===== config.mk =====
export PLATFORM = sky130hd
export DESIGN_NAME = nn_stim_tx_flat
export DESIGN_NICKNAME = d
export VERILOG_FILES = /design/src/rtl/nn_stim_tx_if.sv /design/src/rtl/nn_stim_tx.sv /design/src/flat_wrapper.sv
export SDC_FILE = /design/constraint.sdc
export NUM_CORES = 1
export LEC_CHECK = 0
export ABC_CLOCK_PERIOD_IN_PS = 6700
export BUFFER_PORTS_ARGS = -buffer_cell sky130_fd_sc_hd__buf_2
export CORE_AREA = 8 8 145 147
export DETAILED_ROUTE_END_ITERATION = 7
export DIE_AREA = 0 0 153 155
export PLACE_DENSITY = 0.74
export RECOVER_POWER = 100
export SYNTH_ARGS = -nofsm -noshare
export SYNTH_HDL_FRONTEND = slang
export SYNTH_SLANG_ARGS = --single-unit

===== constraint.sdc =====
create_clock -name clk -period 6.7 [get_ports clk]
set_input_delay 1.005 -clock clk [delete_from_list [all_inputs] [get_ports clk]]
set_output_delay 1.005 -clock clk [all_outputs]
set_load 0.1 [all_outputs]

===== src/rtl/nn_stim_tx_if.sv =====
// Signal bundle between nn_stim_tx, its stimulus RAM and the NN core.
// The master modport is the transmitter side; slave is the RAM/NN/controller side.
interface nn_stim_tx_if #(
    parameter int DATA_W = 32,
    parameter int ADDR_W = 10
);
    logic              start;
    logic [7:0]        num_samples;
    logic              busy;
    logic              done;
    logic              err;
    logic              mem_rd;
    logic [ADDR_W-1:0] mem_addr;
    logic [DATA_W-1:0] mem_rdata;
    logic              in_valid_w1;
    logic              in_valid_w2;
    logic              in_valid_d;
    logic              in_valid_t;
    logic [DATA_W-1:0] weight1;
    logic [DATA_W-1:0] weight2;
    logic [DATA_W-1:0] data_point;
    logic [DATA_W-1:0] target;
    logic              out_valid;
    logic [DATA_W-1:0] out;
    logic              res_valid;
    logic [DATA_W-1:0] res_data;
    logic [7:0]        res_idx;

    modport master (
        input  start, num_samples, mem_rdata, out_valid, out,
        output busy, done, err, mem_rd, mem_addr,
        output in_valid_w1, in_valid_w2, in_valid_d, in_valid_t,
        output weight1, weight2, data_point, target,
        output res_valid, res_data, res_idx
    );

    modport slave (
        output start, num_samples, mem_rdata, out_valid, out,
        input  busy, done, err, mem_rd, mem_addr,
        input  in_valid_w1, in_valid_w2, in_valid_d, in_valid_t,
        input  weight1, weight2, data_point, target,
        input  res_valid, res_data, res_idx
    );
endinterface


===== src/rtl/nn_stim_tx.sv =====
// Streams weights and samples from a synchronous stimulus RAM into the NN core
// and returns each NN result tagged with its sample index.
module nn_stim_tx #(
    parameter int DATA_W  = 32,
    parameter int IN_DIM  = 4,
    parameter int L1_DIM  = 3,
    parameter int ADDR_W  = 10,
    parameter int TIMEOUT = 1000
) (
    input logic         clk,
    input logic         rst,
    nn_stim_tx_if.master bus
);
    localparam int W1_NUM   = IN_DIM * L1_DIM;
    localparam int W2_NUM   = L1_DIM;
    localparam int CNT_MAX0 = (TIMEOUT > W1_NUM) ? TIMEOUT : W1_NUM;
    localparam int CNT_MAX  = (CNT_MAX0 > W2_NUM + 2) ? CNT_MAX0 : W2_NUM + 2;
    localparam int CNT_W    = $clog2(CNT_MAX + 1);

    localparam logic [CNT_W-1:0] CNT_ONE = CNT_W'(1);
    localparam logic [CNT_W-1:0] W1_LAST = CNT_W'(W1_NUM - 1);
    localparam logic [CNT_W-1:0] W2_LAST = CNT_W'(W2_NUM - 1);
    localparam logic [CNT_W-1:0] W2_DONE = CNT_W'(W2_NUM + 1);
    localparam logic [CNT_W-1:0] D_LAST  = CNT_W'(IN_DIM - 1);
    localparam logic [CNT_W-1:0] TO_LAST = CNT_W'(TIMEOUT - 1);

    typedef enum logic [2:0] {S_IDLE, S_W1, S_W2, S_DATA, S_TGT, S_WAIT} state_t;
    typedef enum logic [1:0] {K_W1, K_W2, K_D, K_T} kind_t;

    state_t             state_q, state_d;
    logic [CNT_W-1:0]   cnt_q, cnt_d;
    logic [7:0]         num_q, num_d;
    logic [7:0]         smp_q, smp_d;
    logic               busy_q, busy_d;
    logic               done_q, done_d;
    logic               err_q, err_d;
    logic               res_vld_q, res_vld_d;
    logic [DATA_W-1:0]  res_data_q, res_data_d;
    logic [7:0]         res_idx_q, res_idx_d;

    // p0: address issue, p1: RAM access in flight, p2: word on the NN bus
    logic               rd_p0_q, rd_p0_d;
    logic [ADDR_W-1:0]  addr_p0_q, addr_p0_d;
    kind_t              kind_p0_q, kind_p0_d;
    logic               vld_p1_q;
    kind_t              kind_p1_q;
    logic [3:0]         strb_p2_q, strb_p2_d;
    logic [DATA_W-1:0]  w1_p2_q, w1_p2_d;
    logic [DATA_W-1:0]  w2_p2_q, w2_p2_d;
    logic [DATA_W-1:0]  dp_p2_q, dp_p2_d;
    logic [DATA_W-1:0]  tg_p2_q, tg_p2_d;

    // FSM state register and control outputs
    always_ff @(posedge clk or posedge rst) begin
        if (rst) begin
            state_q    <= S_IDLE;
            cnt_q      <= '0;
            num_q      <= '0;
            smp_q      <= '0;
            busy_q     <= 1'b0;
            done_q     <= 1'b0;
            err_q      <= 1'b0;
            res_vld_q  <= 1'b0;
            res_data_q <= '0;
            res_idx_q  <= '0;
            rd_p0_q    <= 1'b0;
            addr_p0_q  <= '0;
            kind_p0_q  <= K_W1;
        end else begin
            state_q    <= state_d;
            cnt_q      <= cnt_d;
            num_q      <= num_d;
            smp_q      <= smp_d;
            busy_q     <= busy_d;
            done_q     <= done_d;
            err_q      <= err_d;
            res_vld_q  <= res_vld_d;
            res_data_q <= res_data_d;
            res_idx_q  <= res_idx_d;
            rd_p0_q    <= rd_p0_d;
            addr_p0_q  <= addr_p0_d;
            kind_p0_q  <= kind_p0_d;
        end
    end

    // The state names the phase whose addresses are being issued; the W2 and
    // TGT phases linger a few cycles after their last read so done and the
    // first WAIT cycle line up with the words actually reaching the NN.
    always_comb begin
        state_d    = state_q;
        cnt_d      = cnt_q;
        num_d      = num_q;
        smp_d      = smp_q;
        done_d     = 1'b0;
        err_d      = 1'b0;
        res_vld_d  = 1'b0;
        res_data_d = '0;
        res_idx_d  = '0;
        rd_p0_d    = 1'b0;
        addr_p0_d  = addr_p0_q;
        kind_p0_d  = kind_p0_q;

        case (state_q)
            S_IDLE: begin
                if (bus.start) begin
                    state_d   = S_W1;
                    cnt_d     = '0;
                    num_d     = bus.num_samples;
                    smp_d     = '0;
                    rd_p0_d   = 1'b1;
                    addr_p0_d = '0;
                    kind_p0_d = K_W1;
                end
            end
            S_W1: begin
                rd_p0_d   = 1'b1;
                addr_p0_d = addr_p0_q + ADDR_W'(1);
                if (cnt_q == W1_LAST) begin
                    state_d   = S_W2;
                    cnt_d     = '0;
                    kind_p0_d = K_W2;
                end else begin
                    cnt_d     = cnt_q + CNT_ONE;
                    kind_p0_d = K_W1;
                end
            end
            S_W2: begin
                if (cnt_q < W2_LAST) begin
                    rd_p0_d   = 1'b1;
                    addr_p0_d = addr_p0_q + ADDR_W'(1);
                    kind_p0_d = K_W2;
                    cnt_d     = cnt_q + CNT_ONE;
                end else if (cnt_q == W2_LAST && num_q != 8'd0) begin
                    state_d   = S_DATA;
                    cnt_d     = '0;
                    rd_p0_d   = 1'b1;
                    addr_p0_d = addr_p0_q + ADDR_W'(1);
                    kind_p0_d = K_D;
                end else if (cnt_q == W2_DONE) begin
                    state_d = S_IDLE;
                    cnt_d   = '0;
                    done_d  = 1'b1;
                end else begin
                    cnt_d = cnt_q + CNT_ONE;
                end
            end
            S_DATA: begin
                rd_p0_d   = 1'b1;
                addr_p0_d = addr_p0_q + ADDR_W'(1);
                if (cnt_q == D_LAST) begin
                    state_d   = S_TGT;
                    cnt_d     = '0;
                    kind_p0_d = K_T;
                end else begin
                    cnt_d     = cnt_q + CNT_ONE;
                    kind_p0_d = K_D;
                end
            end
            S_TGT: begin
                if (cnt_q == '0) begin
                    cnt_d = CNT_ONE;
                end else begin
                    state_d = S_WAIT;
                    cnt_d   = '0;
                end
            end
            S_WAIT: begin
                if (bus.out_valid) begin
                    res_vld_d  = 1'b1;
                    res_data_d = bus.out;
                    res_idx_d  = smp_q;
                    smp_d      = smp_q + 8'd1;
                    cnt_d      = '0;
                    if (smp_q + 8'd1 == num_q) begin
                        state_d = S_IDLE;
                        done_d  = 1'b1;
                    end else begin
                        state_d   = S_DATA;
                        rd_p0_d   = 1'b1;
                        addr_p0_d = addr_p0_q + ADDR_W'(1);
                        kind_p0_d = K_D;
                    end
                end else if (cnt_q == TO_LAST) begin
                    state_d = S_IDLE;
                    cnt_d   = '0;
                    err_d   = 1'b1;
                end else begin
                    cnt_d = cnt_q + CNT_ONE;
                end
            end
            default: begin
                state_d = S_IDLE;
                cnt_d   = '0;
            end
        endcase

        busy_d = (state_d != S_IDLE);
    end

    // Tag travels with the RAM access so the returning word lands on the right bus
    always_ff @(posedge clk or posedge rst) begin
        if (rst) begin
            vld_p1_q  <= 1'b0;
            kind_p1_q <= K_W1;
            strb_p2_q <= '0;
            w1_p2_q   <= '0;
            w2_p2_q   <= '0;
            dp_p2_q   <= '0;
            tg_p2_q   <= '0;
        end else begin
            vld_p1_q  <= rd_p0_q;
            kind_p1_q <= kind_p0_q;
            strb_p2_q <= strb_p2_d;
            w1_p2_q   <= w1_p2_d;
            w2_p2_q   <= w2_p2_d;
            dp_p2_q   <= dp_p2_d;
            tg_p2_q   <= tg_p2_d;
        end
    end

    always_comb begin
        strb_p2_d    = '0;
        strb_p2_d[3] = vld_p1_q && (kind_p1_q == K_W1);
        strb_p2_d[2] = vld_p1_q && (kind_p1_q == K_W2);
        strb_p2_d[1] = vld_p1_q && (kind_p1_q == K_D);
        strb_p2_d[0] = vld_p1_q && (kind_p1_q == K_T);
        w1_p2_d      = strb_p2_d[3] ? bus.mem_rdata : '0;
        w2_p2_d      = strb_p2_d[2] ? bus.mem_rdata : '0;
        dp_p2_d      = strb_p2_d[1] ? bus.mem_rdata : '0;
        tg_p2_d      = strb_p2_d[0] ? bus.mem_rdata : '0;
    end

    assign bus.busy        = busy_q;
    assign bus.done        = done_q;
    assign bus.err         = err_q;
    assign bus.mem_rd      = rd_p0_q;
    assign bus.mem_addr    = addr_p0_q;
    assign bus.in_valid_w1 = strb_p2_q[3];
    assign bus.in_valid_w2 = strb_p2_q[2];
    assign bus.in_valid_d  = strb_p2_q[1];
    assign bus.in_valid_t  = strb_p2_q[0];
    assign bus.weight1     = w1_p2_q;
    assign bus.weight2     = w2_p2_q;
    assign bus.data_point  = dp_p2_q;
    assign bus.target      = tg_p2_q;
    assign bus.res_valid   = res_vld_q;
    assign bus.res_data    = res_data_q;
    assign bus.res_idx     = res_idx_q;
endmodule

===== src/flat_wrapper.sv =====
// flat-port wrapper written by rule: the top's interface ports become plain ports
module nn_stim_tx_flat 
#(
    parameter int DATA_W  = 32,
    parameter int IN_DIM  = 4,
    parameter int L1_DIM  = 3,
    parameter int ADDR_W  = 10,
    parameter int TIMEOUT = 1000
)
  (clk, rst, bus_start, bus_num_samples, bus_mem_rdata, bus_out_valid, bus_out, bus_busy, bus_done, bus_err, bus_mem_rd, bus_mem_addr, bus_in_valid_w1, bus_in_valid_w2, bus_in_valid_d, bus_in_valid_t, bus_weight1, bus_weight2, bus_data_point, bus_target, bus_res_valid, bus_res_data, bus_res_idx);
  nn_stim_tx_if #(.DATA_W(DATA_W), .ADDR_W(ADDR_W)) bus_i ();
  input logic clk;
  input logic rst;
  input wire logic [$bits(bus_i.start)-1:0] bus_start;
  input wire logic [$bits(bus_i.num_samples)-1:0] bus_num_samples;
  input wire logic [$bits(bus_i.mem_rdata)-1:0] bus_mem_rdata;
  input wire logic [$bits(bus_i.out_valid)-1:0] bus_out_valid;
  input wire logic [$bits(bus_i.out)-1:0] bus_out;
  output wire logic [$bits(bus_i.busy)-1:0] bus_busy;
  output wire logic [$bits(bus_i.done)-1:0] bus_done;
  output wire logic [$bits(bus_i.err)-1:0] bus_err;
  output wire logic [$bits(bus_i.mem_rd)-1:0] bus_mem_rd;
  output wire logic [$bits(bus_i.mem_addr)-1:0] bus_mem_addr;
  output wire logic [$bits(bus_i.in_valid_w1)-1:0] bus_in_valid_w1;
  output wire logic [$bits(bus_i.in_valid_w2)-1:0] bus_in_valid_w2;
  output wire logic [$bits(bus_i.in_valid_d)-1:0] bus_in_valid_d;
  output wire logic [$bits(bus_i.in_valid_t)-1:0] bus_in_valid_t;
  output wire logic [$bits(bus_i.weight1)-1:0] bus_weight1;
  output wire logic [$bits(bus_i.weight2)-1:0] bus_weight2;
  output wire logic [$bits(bus_i.data_point)-1:0] bus_data_point;
  output wire logic [$bits(bus_i.target)-1:0] bus_target;
  output wire logic [$bits(bus_i.res_valid)-1:0] bus_res_valid;
  output wire logic [$bits(bus_i.res_data)-1:0] bus_res_data;
  output wire logic [$bits(bus_i.res_idx)-1:0] bus_res_idx;
  assign bus_i.start = bus_start;
  assign bus_i.num_samples = bus_num_samples;
  assign bus_i.mem_rdata = bus_mem_rdata;
  assign bus_i.out_valid = bus_out_valid;
  assign bus_i.out = bus_out;
  assign bus_busy = bus_i.busy;
  assign bus_done = bus_i.done;
  assign bus_err = bus_i.err;
  assign bus_mem_rd = bus_i.mem_rd;
  assign bus_mem_addr = bus_i.mem_addr;
  assign bus_in_valid_w1 = bus_i.in_valid_w1;
  assign bus_in_valid_w2 = bus_i.in_valid_w2;
  assign bus_in_valid_d = bus_i.in_valid_d;
  assign bus_in_valid_t = bus_i.in_valid_t;
  assign bus_weight1 = bus_i.weight1;
  assign bus_weight2 = bus_i.weight2;
  assign bus_data_point = bus_i.data_point;
  assign bus_target = bus_i.target;
  assign bus_res_valid = bus_i.res_valid;
  assign bus_res_data = bus_i.res_data;
  assign bus_res_idx = bus_i.res_idx;
  nn_stim_tx #(.DATA_W(DATA_W), .IN_DIM(IN_DIM), .L1_DIM(L1_DIM), .ADDR_W(ADDR_W), .TIMEOUT(TIMEOUT)) u_core (.clk(clk), .rst(rst), .bus(bus_i));
endmodule

## Word-level counts from Yosys, hierarchy flattened

Cells that the tools add are included.

| storage, ports and cells | value |
|---|---|
| word-level logic and storage cells | 122 |
| register bits after elaboration | 221 |
| output and inout port bits | 187 |
| input bits | 76 |

| cells by class | value |
|---|---|
| muxes and demuxes | 62 |
| equal/unequal tests | 18 |
| reduce and logical (&&, ||, !) cells | 18 |
| $lt $le $gt $ge | 1 |
| add/subtract/negate cells | 3 |

Operators with widths:

| kind | number |
|---|---|
| 32-bit 2-to-1 mux | 6 |
| 10-bit 2-to-1 mux | 12 |
| 10-bit case mux with 6 select lines | 1 |
| 10-bit case mux with 4 select lines | 1 |
| 8-bit 2-to-1 mux | 4 |
| 3-bit 2-to-1 mux | 9 |
| 10-bit by 1-bit adder with 10-bit output, second input constant | 2 |
| 10-bit by 2-bit equality test with 1-bit output, second input constant | 2 |
| 1-bit 2-to-1 mux | 18 |
| 3-bit case mux with 6 select lines | 1 |
| 8-bit case mux with 2 select lines | 1 |
| 2-bit 2-to-1 mux | 6 |
| 10-bit equality test, second input constant | 1 |
| 10-bit by 3-bit equality test with 1-bit output, second input constant | 1 |
| 10-bit by 4-bit equality test with 1-bit output, second input constant | 1 |
| 10-bit zero test | 1 |
| 10-bit by 2-bit less-than comparator with 1-bit output, second input constant | 1 |
| 2-bit case mux with 5 select lines | 1 |
| 5-bit AND reduction | 2 |
| 8-bit by 1-bit adder with 8-bit output, second input constant | 1 |
| 8-bit equality test | 1 |
| 8-bit nonzero test | 1 |
| 3-bit by 2-bit equality test with 1-bit output, second input constant | 2 |
| 3-bit equality test, second input constant | 2 |
| 17 further kinds | 24 |

## Longest topological paths before layout

Gate-level depths: netlist of the first run.

| depth | value |
|---|---|
| word-level depth | 6 |
| mapped depth | 9 |
| gate-level depth less buffers | 7 |

## Least setup slack after synthesis of the first run

No wires, ideal clock.

| timing | value |
|---|---|
| kind | register -> register |
| start | reg u_core.smp_q[0] |
| end | reg u_core.addr_p0_q[3], in the netlist u_core.bus.mem_addr[3] |
| path slack | 4411 ps |
| data required time | 6580 ps |
| buffers on the path | 2 |
| arrival time | 2169 ps |
| period minus slack after synthesis | 2289 ps |
| cell stages (with the launch flop) | 10 |
| library setup time | 120 ps |
| path through | dfrtp_1 ha_1 and3_1 clkbuf_1 and3_1 a2111oi_4 nand4_2 and2_1 buf_6 a31o_1 |

| on the way | value |
|---|---|
| longest elaborated chain between the ends | 4 |

RTL lines:

| item | line | source |
|---|---|---|
| from (decl) | nn_stim_tx.sv:33 | `logic [7:0] smp_q, smp_d;` |
| from (signal assigned) | nn_stim_tx.sv:73 | `smp_q <= smp_d;` |
| 8-bit by 1-bit adder with 8-bit output | nn_stim_tx.sv:174 | `if (smp_q + 8'd1 == num_q) begin` |
| 8-bit equality test | nn_stim_tx.sv:174 |  |
| 2-bit inequality test (no line) | -- |  |
| 5-bit AND reduction (no line) | -- |  |
| to (signal assigned) | nn_stim_tx.sv:81 | `addr_p0_q <= addr_p0_d;` |
| to (decl) | nn_stim_tx.sv:43 | `logic [ADDR_W-1:0] addr_p0_q, addr_p0_d;` |

Every way passes these cells.
A chain may end at the register's enable or synchronous reset.

==> results.yml, run 1 <==
global_routing:
  grt-ovfl-total: 0
  grtUsageMet2: 0.305
  grt_pass1_vias: 5966
  grt_pass1_wl_mm: 33.5
  grt_start_max_net_pins: 133
  grtUsageMet1: 0.213
  grt_usage: 0.175
  grt_busiest_layer: "met2"
  antenna_found_initial: 1
  grt_use_met3: 0.0499
worst_setup_path:
  crit_arrival_ps: 4140
  start_kind: "input port"
  end_kind: "async pin"
  reg2regPathDepth: 6
  worstSetupPathType: "in -> async"
  reg2reg_from: "u_core.state_q[2]"
  timing.rr.end: "u_core.bus.mem_addr[3]"
  crit_start: "rst"
  crit_fanout: 53
  required_ps: 6700
  r2r_slack_ps: 2760
placed_design:
  gp_congestion: 0.873
  place_ws_ps: 3640
  io_buffers: 262
  place_area_um2: 9840
  placedCellCount: 1169
  hpwl_mm: 15.2
yosys:
  ys_dominant_reg_cell: "dfrtp_1"
  syn_area_per_cell_um2: 11.9
  synthCells: 699
  syn_nets: 780
  synth_top_area_share: 0.665
  synth.cell_area_um2: 8310
  synth.distinct_cells: 54
  ys_seq_area_frac: 0.665
  yosysWarnings: 0
  synth-seq-cells: 221
  synth-edff-count: 0
  yosysTopAreaCell: "dfrtp_1"
  async_flop_share: 1.00
  synth.area.top_cells: "dfrtp_1 (67%), and2_1 (10%), and3_1 (3.4%)"
route:
  first_iter_violations: 346
  viasPerCell: 4.90
  routed_wl_mm: 21.5
  drt.antenna.violating_nets: 0
  routedWlPerCell_um: 17.7
  dr_total_vias: 5930
  first_pass_iters: 5
  drc: 0
cts:
  htreeDepth: 1
  clockBufferDepth: 3
  cts_buffers: 23
  post-cts-setup-buffers: 0
  cts_sinks: 221
  cts_hold_buf: 0
  clk_latency_ps: 490
  cts_root_buffer: "clkbuf_16"
  cts_resized: 0
  cts_tree: "yes"
  clk_pin_slew_worst_paths_ps: 60
run:
  max_cap_violations: 5
timing:
  slew_violations: 202
  rsz0062_at_grt: "false"
  fin_setup_tns_ps: 0
  skew_ps: 11.4
  max-slew-margin-rel: -0.840
  min_period_ps: 4140
  hold_violations: 0
  fmax_mhz: 242
  fin_ws_ps: 2560
  worst_pin_slew_ps: 2760
  finalCritPeriodShare: 0.617
  finalSetupViolations: 0
power_and_ir_drop:
  leakagePower_uw: 0.00505
  p_per_area_nw_per_um2: 480
  vdd_ir_drop_max_v: 0.000203
worst_hold_path:
  hold_path.class: "reg -> reg"
  whs_path_depth: 0
  hp-start: "u_core.bus.mem_rd"
  holdPathEnd: "u_core.vld_p1_q"
die:
  num_io_pins: 263
  die_h_um: 155
  core.rowCount: 51
  start_util: 0.439
  die_area_um2: 23700
  core_area_um2: 19000
  die_x_um: 153
final_layout:
  layout.nets: 1037
  final_cell_count_no_fill: 1210
  fillers: 1682
  utilization: 0.543
  drive_above_1_share: 0.120
  area.growth.synth_to_final_pct: 23.8
  diodes: 0
  fin_area_um2: 10300
status:
  violations: "capacitance limit, slew limit"
  status: "finished, violations left"
power breakdown:
part | total [uW] | internal (uW) | leakage (uW) | switching, uW
Clock | 1200 | 720 | 0.000351 | 478
Sequential | 1710 | 1560 | 0.00298 | 152
Combinational | 2030 | 289 | 0.00172 | 1740
cell families after synthesis:
| family | Yosys count | share of synthesized area |
|---|---|---|
| AO/OA/AOI/OAI | 69 | 0.0575 |
| XOR/XNOR | 13 | 0.0154 |
| adder cells (fa/ha/maj) | 5 | 0.00753 |
| buffers and inverters | 53 | 0.0262 |
| flip-flops | 221 | 0.665 |
| multiplexers | 3 | 0.00361 |
| AND/OR/NAND/NOR | 335 | 0.224 |
cell usage after synthesis (2+ instances only):
master and number:
xor2_1 4, nand4_1 12, o31ai_1 2, o221ai_1 2
inv_1 16, nor3_1 7, nand3_1 13, o21ai_0 18
xnor2_1 8, and2_1 133, and3_1 45, nor4_1 4
ha_1 5, nand4_2 2, nor2b_1 4, a31o_1 6
a21oi_1 8, buf_2 3, nand2b_1 5, nand2_1 72
a22o_1 2, mux2i_1 3, dfrtp_1 221, o22ai_1 7
or4_1 3, nor2_1 25, o21ai_1 2, or2_2 2
nor3b_1 3, a31oi_1 6, clkbuf_1 30, buf_4 2
o21a_1 2, o32ai_1 2
cell type report:
cell class / instances / area [um^2] / area share
clock buffers: 37 / 668 / 0.0649
clock inverters: 4 / 52.6 / 0.00511
inverters: 17 / 65.1 / 0.00632
multi-input cells: 425 / 2560 / 0.249
flip-flops and latches: 221 / 5530 / 0.537
well taps: 238 / 298 / 0.0289
repair buffers: 268 / 1120 / 0.108
how the worst max path moves through the flow:
stage	end	depth (start not counted)	slack, ps
after floorplan	u_core.bus.busy	1	2810
after global placement	u_core.smp_q[4]	7	3750
after detailed placement	u_core.smp_q[5]	7	3640
after CTS	u_core.smp_q[4]	7	3650
after global routing	u_core.bus.res_data[12]	3	1780
final	u_core.cnt_q[3]	3	2560
metal layers:
metal / up-vias / share of wire
met4: 2 / 0.016
met2: 215 / 0.49
met5: - / 0.00056
li1: 2827 / -
met3: 25 / 0.072
met1: 2861 / 0.42
registers in the layout, summed over array words and instances, names as in the netlist:
signal                 count
u_core.bus.busy            1
u_core.bus.data_point     32
u_core.bus.done            1
u_core.bus.err             1
u_core.bus.mem_addr       10
u_core.bus.mem_rd          1
u_core.bus.res_data       32
u_core.bus.res_idx         8
u_core.bus.res_valid       1
u_core.bus.target         32
u_core.bus.weight1        32
u_core.bus.weight2        32
u_core.cnt_q              10
u_core.kind_p0_q           2
u_core.kind_p1_q           2
u_core.num_q               8
u_core.smp_q               8
u_core.state_q             3
u_core.strb_p2_q           4
u_core.vld_p1_q            1
cell usage in the layout (no fill, tap or decap), types with 2 or more instances in the layout:
cell type / count
a21oi_1: 8
a22o_1: 2
a31o_1: 6
a31oi_1: 6
and2_0: 73
and2_1: 61
and3_1: 45
buf_2: 75
clkbuf_1: 202
clkbuf_16: 23
clkbuf_8: 4
dfrtp_1: 221
ha_1: 5
inv_1: 15
mux2i_1: 3
nand2_1: 72
nand2b_1: 5
nand3_1: 13
nand4_1: 13
nor2_1: 24
nor2b_1: 4
nor3_1: 7
nor3b_1: 3
nor4_1: 4
o21a_1: 2
o21ai_0: 19
o221ai_1: 2
o22ai_1: 7
o31ai_1: 2
o32ai_1: 2
or2_2: 2
or4_1: 3
xnor2_1: 8
xor2_1: 4
worst max-delay path, stage by stage:
cell and delay (ps):
buf_2 100, clkinvlp_2 960, clkbuf_1 2040
through the flow:
step                      power, uW  hold WS (ps)
after detailed placement       3830           361
after floorplan                3410           354
after global routing           5150           391
final                          4940           375
after global placement         3810           364
after CTS                      5040           375
Power figures use the tool's default switching activity.
==> inputs of run 2 (changes only) <==
--- a/config.mk
+++ b/config.mk
@@ -5,7 +5,7 @@
 export SDC_FILE = /design/constraint.sdc
 export NUM_CORES = 1
 export LEC_CHECK = 0
-export ABC_CLOCK_PERIOD_IN_PS = 6700
+export ABC_CLOCK_PERIOD_IN_PS = 3600
 export BUFFER_PORTS_ARGS = -buffer_cell sky130_fd_sc_hd__buf_2
 export CORE_AREA = 8 8 145 147
 export DETAILED_ROUTE_END_ITERATION = 7
==> constraint.sdc (replaced) <==
create_clock -name clk -period 3.6 [get_ports clk]
set_input_delay 0.54 -clock clk [delete_from_list [all_inputs] [get_ports clk]]
set_output_delay 0.54 -clock clk [all_outputs]
set_load 0.1 [all_outputs]
==> run 2 against run 1 <==
Compared with the run above:
- the run still ends with capacitance limit, slew limit left
- first-iteration DRC count down 9.5%
- routed wire length up 1.3%
- utilization up 0.34 points
- clock power up 93%
- via count up 1.6%
- power up 88%
- cell area up 0.63%
- setup slack worse by 2000 ps
- critical path type is now reg -> reg
- highest routed layer is now met4
==> results.yml, run 2 (same netlist as run 1, synthesis figures left out) <==
worst_setup_path:
  reg2regPathDepth: 7
  slowest_stage: "nand4_1"
  r2r_slack_ps: 590
  worst_path_largest_cell_delay_ps: 550
  reg2reg_from: "u_core.smp_q[0]"
  end_kind: "flip-flop"
  timing.rr.end: "u_core.bus.mem_addr[3]"
  required_ps: 3980
  crit_arrival_ps: 3400
  crit_family: "simple AND/OR/NAND/NOR gates"
  path_cells: "ha_1, xnor3_1, o2111ai_1, a2111oi_4, nand4_1, and2_0, a31o_1"
  start_kind: "flip-flop"
  crit_buf_inv: 0
  crit_fanout: 14
  worstSetupPathType: "reg -> reg"
cts:
  cts_buffers: 23
  cts_tree: "yes"
  post-cts-setup-buffers: 0
  cts_sinks: 221
  cts_resized: 0
  clk_latency_ps: 500
  clk_pin_slew_worst_paths_ps: 60
  cts_root_buffer: "clkbuf_16"
  clockBufferDepth: 3
  htreeDepth: 1
  cts_hold_buf: 0
power_and_ir_drop:
  pwr-share-clk: 0.249
  switching_share: 0.477
  seqPwrFrac: 0.341
  switchingPower_uw: 4440
  p_per_area_nw_per_um2: 899
  p_comb_frac: 0.410
  leakagePower_uw: 0.00508
  intPower_uw: 4870
  vdd_ir_drop_max_v: 0.000459
global_routing:
  grt-ovfl-total: 0
  antenna_found_initial: 1
  grt_pass1_vias: 6030
  grt_pass1_wl_mm: 33.5
  grt_start_max_net_pins: 76
  grt_usage: 0.177
status:
  violations: "capacitance limit, slew limit"
  status: "finished, violations left"
route:
  viasPerCell: 4.96
  drt.antenna.violating_nets: 0
  routedWlPerCell_um: 17.9
  drc: 0
  first_iter_violations: 313
  first_pass_iters: 5
  dr_total_vias: 6024
  routed_wl_mm: 21.7
placed_design:
  place_ws_ps: 879
  io_buffers: 262
  gp_congestion: 0.904
  hpwl_mm: 15.5
  placedCellCount: 1176
die:
  die_h_um: 155
  num_io_pins: 263
  die_x_um: 153
  die_area_um2: 23700
  core_area_um2: 19000
  core.rowCount: 51
  start_util: 0.439
worst_hold_path:
  whs_path_depth: 3
  hp-start: "bus_num_samples[5]"
  hold_path.class: "in -> reg"
  holdPathEnd: "u_core.num_q[5]"
timing:
  fmax_mhz: 332
  fin_setup_tns_ps: 0
  finalCritPeriodShare: 0.837
  fin_ws_ps: 585
  slew_violations: 89
  max-slew-margin-rel: -0.400
  finalSetupViolations: 0
  hold_violations: 0
  worst_pin_slew_ps: 2100
  hold_slack_ps: 235
  min_period_ps: 3010
  rsz0062_at_grt: "false"
  skew_ps: 9.86
final_layout:
  drive_above_1_share: 0.122
  mostFrequentLayoutCells: "dfrtp_1 (221), clkbuf_1 (202), and2_0 (75), buf_2 (74), nand2_1 (72)"
  final_common_cell: "dfrtp_1"
  fillers: 1721
  layout.nets: 1044
  final_cell_count_no_fill: 1214
  area.growth.synth_to_final_pct: 24.6
run:
  max_cap_violations: 3
==> run 2: cell count changes in the layout (fill, tap and decap cells not counted), moves of 2 or more <==
cell       delta
and2_0        +2
and2_1        -2
clkbuf_8      -2
buf_4         +3
bufinv_16     +2
==> run 2: worst max-delay path by stage <==
stage	from	endpoint	slack, ps	depth (start not counted)
finish	u_core.smp_q[0]	u_core.bus.mem_addr[3]	590	7
detailed placement	u_core.smp_q[0]	u_core.bus.mem_addr[3]	880	7
global route	u_core.smp_q[0]	u_core.bus.mem_addr[3]	350	7
global placement	u_core.smp_q[0]	u_core.bus.mem_addr[3]	950	7
floorplan	rst	u_core.bus.busy	180	1
CTS	u_core.smp_q[0]	u_core.bus.mem_addr[3]	860	7
==> run 2: per-layer routing <==
metal | wire (um) | GRT usage | share of wire | vias up
li1 | - | - | - | 2849
met1 | 8870 | 0.207 | 0.41 | 2905
met2 | 10900 | 0.311 | 0.50 | 239
met3 | 1570 | 0.0508 | 0.072 | 31
met4 | 415 | 0.0533 | 0.019 | 0
met5 | 0 | 0 | 0 | -
==> run 2: metrics by stage <==
stage	total power (uW)	util	cell area, um^2
finish	9310	0.546	10400
global route	9670	0.546	10400
CTS	9490	0.561	10600
detailed placement	7150	0.523	9900
global placement	7100	0.523	9900
floorplan	6350	-	8320
==> run 2: power groups by stage <==
stage / clock (uW) / sequential [uW] / combinational [uW]
after floorplan: 0 / 5470 / 886
after global placement: 0 / 3190 / 3910
after detailed placement: 0 / 3200 / 3940
after CTS: 2380 / 3160 / 3950
after global routing: 2470 / 3220 / 3980
final: 2320 / 3170 / 3810
==> run 2: cell type report <==
cell class	count	area, um^2	area share
flip-flops and latches	221	5530	0.534
multi-input cells	425	2550	0.247
repair buffers	275	1170	0.113
clock buffers	31	626	0.0604
well taps	238	298	0.0288
clock inverters	6	111	0.0108
inverters	17	65.1	0.00628
diodes	1	2.50	0.000242
==> run 2: tightest hold or removal path, stage by stage <==
cell     delay [ps]
buf_2            70
nand2_1          40
nand2_1          50
==> inputs of run 3 (changes only) <==
--- a/config.mk
+++ b/config.mk
@@ -5,7 +5,7 @@
 export SDC_FILE = /design/constraint.sdc
 export NUM_CORES = 1
 export LEC_CHECK = 0
-export ABC_CLOCK_PERIOD_IN_PS = 3600
+export ABC_CLOCK_PERIOD_IN_PS = 2500
 export BUFFER_PORTS_ARGS = -buffer_cell sky130_fd_sc_hd__buf_2
 export CORE_AREA = 8 8 145 147
 export DETAILED_ROUTE_END_ITERATION = 7
==> constraint.sdc (replaced) <==
create_clock -name clk -period 2.5 [get_ports clk]
set_input_delay 0.375 -clock clk [delete_from_list [all_inputs] [get_ports clk]]
set_output_delay 0.375 -clock clk [all_outputs]
set_load 0.1 [all_outputs]
==> run 3 against run 2 <==
Compared with the run above:
- the flow now finishes without violations
- utilization increased by 0.48 points
- maximum frequency up 29%
- clock power increased by 47%
- sequential share of layout area decreased by 0.46 points
- largest cell class unchanged
- highest routed layer is now met5
==> results.yml, run 3 (same netlist as run 1, synthesis figures left out) <==
timing:
  rsz0062_at_grt: "false"
  min_period_ps: 2340
  max-slew-margin-rel: 0.0155
  hold_violations: 0
  finalSetupViolations: 0
  fin_setup_tns_ps: 0
  slew_violations: 0
  skew_ps: 7.55
  finalCritPeriodShare: 0.934
  fmax_mhz: 428
  worst_pin_slew_ps: 1480
  fin_ws_ps: 165
route:
  routed_wl_mm: 21.7
  viasPerCell: 4.94
  first_iter_violations: 335
  drc: 0
  routedWlPerCell_um: 17.7
  dr_total_vias: 6060
  first_pass_iters: 5
  drt.antenna.violating_nets: 0
placed_design:
  place_ws_ps: 166
  io_buffers: 262
  hpwl_mm: 15.4
  gp_congestion: 0.927
  place_area_um2: 9970
final_layout:
  multi_input_area_um2: 2570
  final_common_cell: "dfrtp_1"
  ff_latch_area_um2: 5530
  utilization: 0.551
  drive_above_1_share: 0.143
  area.growth.synth_to_final_pct: 25.7
  fillers: 1665
  mostFrequentLayoutCells: "dfrtp_1 (221), clkbuf_1 (194), buf_2 (75), and2_1 (74), nand2_1 (72)"
  fin_area_um2: 10400
  layout.nets: 1052
die:
  core_area_um2: 19000
  start_util: 0.439
  core.rowCount: 51
  die_h_um: 155
  die_area_um2: 23700
  die_x_um: 153
  num_io_pins: 263
worst_setup_path:
  crit_start: "u_core.smp_q[2]"
  worstSetupPathType: "reg -> reg"
  crit_buf_inv: 0
  crit_fanout: 9
  slowest_stage: "dfrtp_1"
  start_kind: "flip-flop"
  path_cells: "nand4_2, or3_4, a2111oi_4, nand4_2, and2_1, a31o_1"
  crit_family: "simple AND/OR/NAND/NOR gates"
  worst_path_largest_cell_delay_ps: 500
  reg2reg_from: "u_core.smp_q[2]"
  required_ps: 2890
  r2r_slack_ps: 160
  path_depth: 6
  crit_arrival_ps: 2730
  crit_top_cell: "nand4_2"
  end_kind: "flip-flop"
  reg2regPathDepth: 6
power_and_ir_drop:
  vdd_ir_drop_max_v: 0.000616
  pwr-share-clk: 0.253
  switching_share: 0.478
  total_power_uw: 13500
  leakagePower_uw: 0.00519
  p_comb_frac: 0.409
  p_per_area_nw_per_um2: 1290
  switchingPower_uw: 6440
  seqPwrFrac: 0.338
  intPower_uw: 7040
global_routing:
  grt_pass1_vias: 6095
  grt-ovfl-total: 0
  grt_pass1_wl_mm: 33.7
  grt_usage: 0.175
  antenna_found_initial: 2
  grt_start_max_net_pins: 117
worst_hold_path:
  hold_path.class: "in -> reg"
  hp-start: "bus_num_samples[7]"
  whs_path_depth: 3
cts:
  clk_pin_slew_worst_paths_ps: 60
  cts_hold_buf: 0
  cts_tree: "yes"
  clockBufferDepth: 3
  htreeDepth: 1
  cts_buffers: 22
  cts_root_buffer: "clkbuf_16"
  post-cts-setup-buffers: 0
  cts_sinks: 221
  clk_latency_ps: 500
  cts_resized: 0
status:
  status: "finished, final reports clean"
run:
  max_cap_violations: 0
run 3: cell count changes in the layout (fill, tap and decap cells not counted), moves of 3 or more:
cell,before,now
and2_0,75,60
and2_1,59,74
buf_4,3,11
clkbuf_1,202,194
clkinv_2,1,6
clkbuf_2,0,3
run 3: path summary, 6_finish.rpt:
path | to
min in group asynchronous | u_core.bus.res_idx[0]
worst max register to register | u_core.bus.mem_addr[3]
max in group asynchronous | u_core.bus.data_point[24]
worst max-delay path | u_core.bus.mem_addr[3]
worst min register to register | u_core.kind_p1_q[0]
worst min-delay path | u_core.num_q[7]
run 3: final cells by class:
cell class / count / share of cell area
sequential: 221 / 0.529
timing repair buffer: 284 / 0.116
clock inverter: 13 / 0.0155
inverter: 17 / 0.00623
multi-input combinational: 425 / 0.246
tap: 238 / 0.0285
antenna: 1 / 0.000240
clock buffer: 27 / 0.0583
run 3: power by group through the flow:
stage | Combinational, uW | Clock (uW) | Sequential (uW)
final | 5510 | 3420 | 4550
after floorplan | 1280 | 0 | 7870
after global routing | 5780 | 3630 | 4610
after detailed placement | 5720 | 0 | 4600
after CTS | 5730 | 3500 | 4530
after global placement | 5670 | 0 | 4580
run 3: through the flow:
step                cells  hold slack, ps
finish               1226            61.5
global route         1226            57.4
CTS                  1225            45.4
detailed placement   1185             368
global placement     1185             357
floorplan             699             354
run 3: per-layer routing:
metal / part of all wire / global-route usage
met3: 0.075 / 0.0544
met2: 0.50 / 0.306
met5: 0.00041 / 0
met4: 0.019 / 0.0467
met1: 0.41 / 0.208
run 3: worst reg2reg max path, delay by kind of cell, from the launching register on:
kind	cells	cell delay (ps)
AOI/OAI and AO/OA	2	640
DFF	1	500
and+or+nand+nor	4	1090
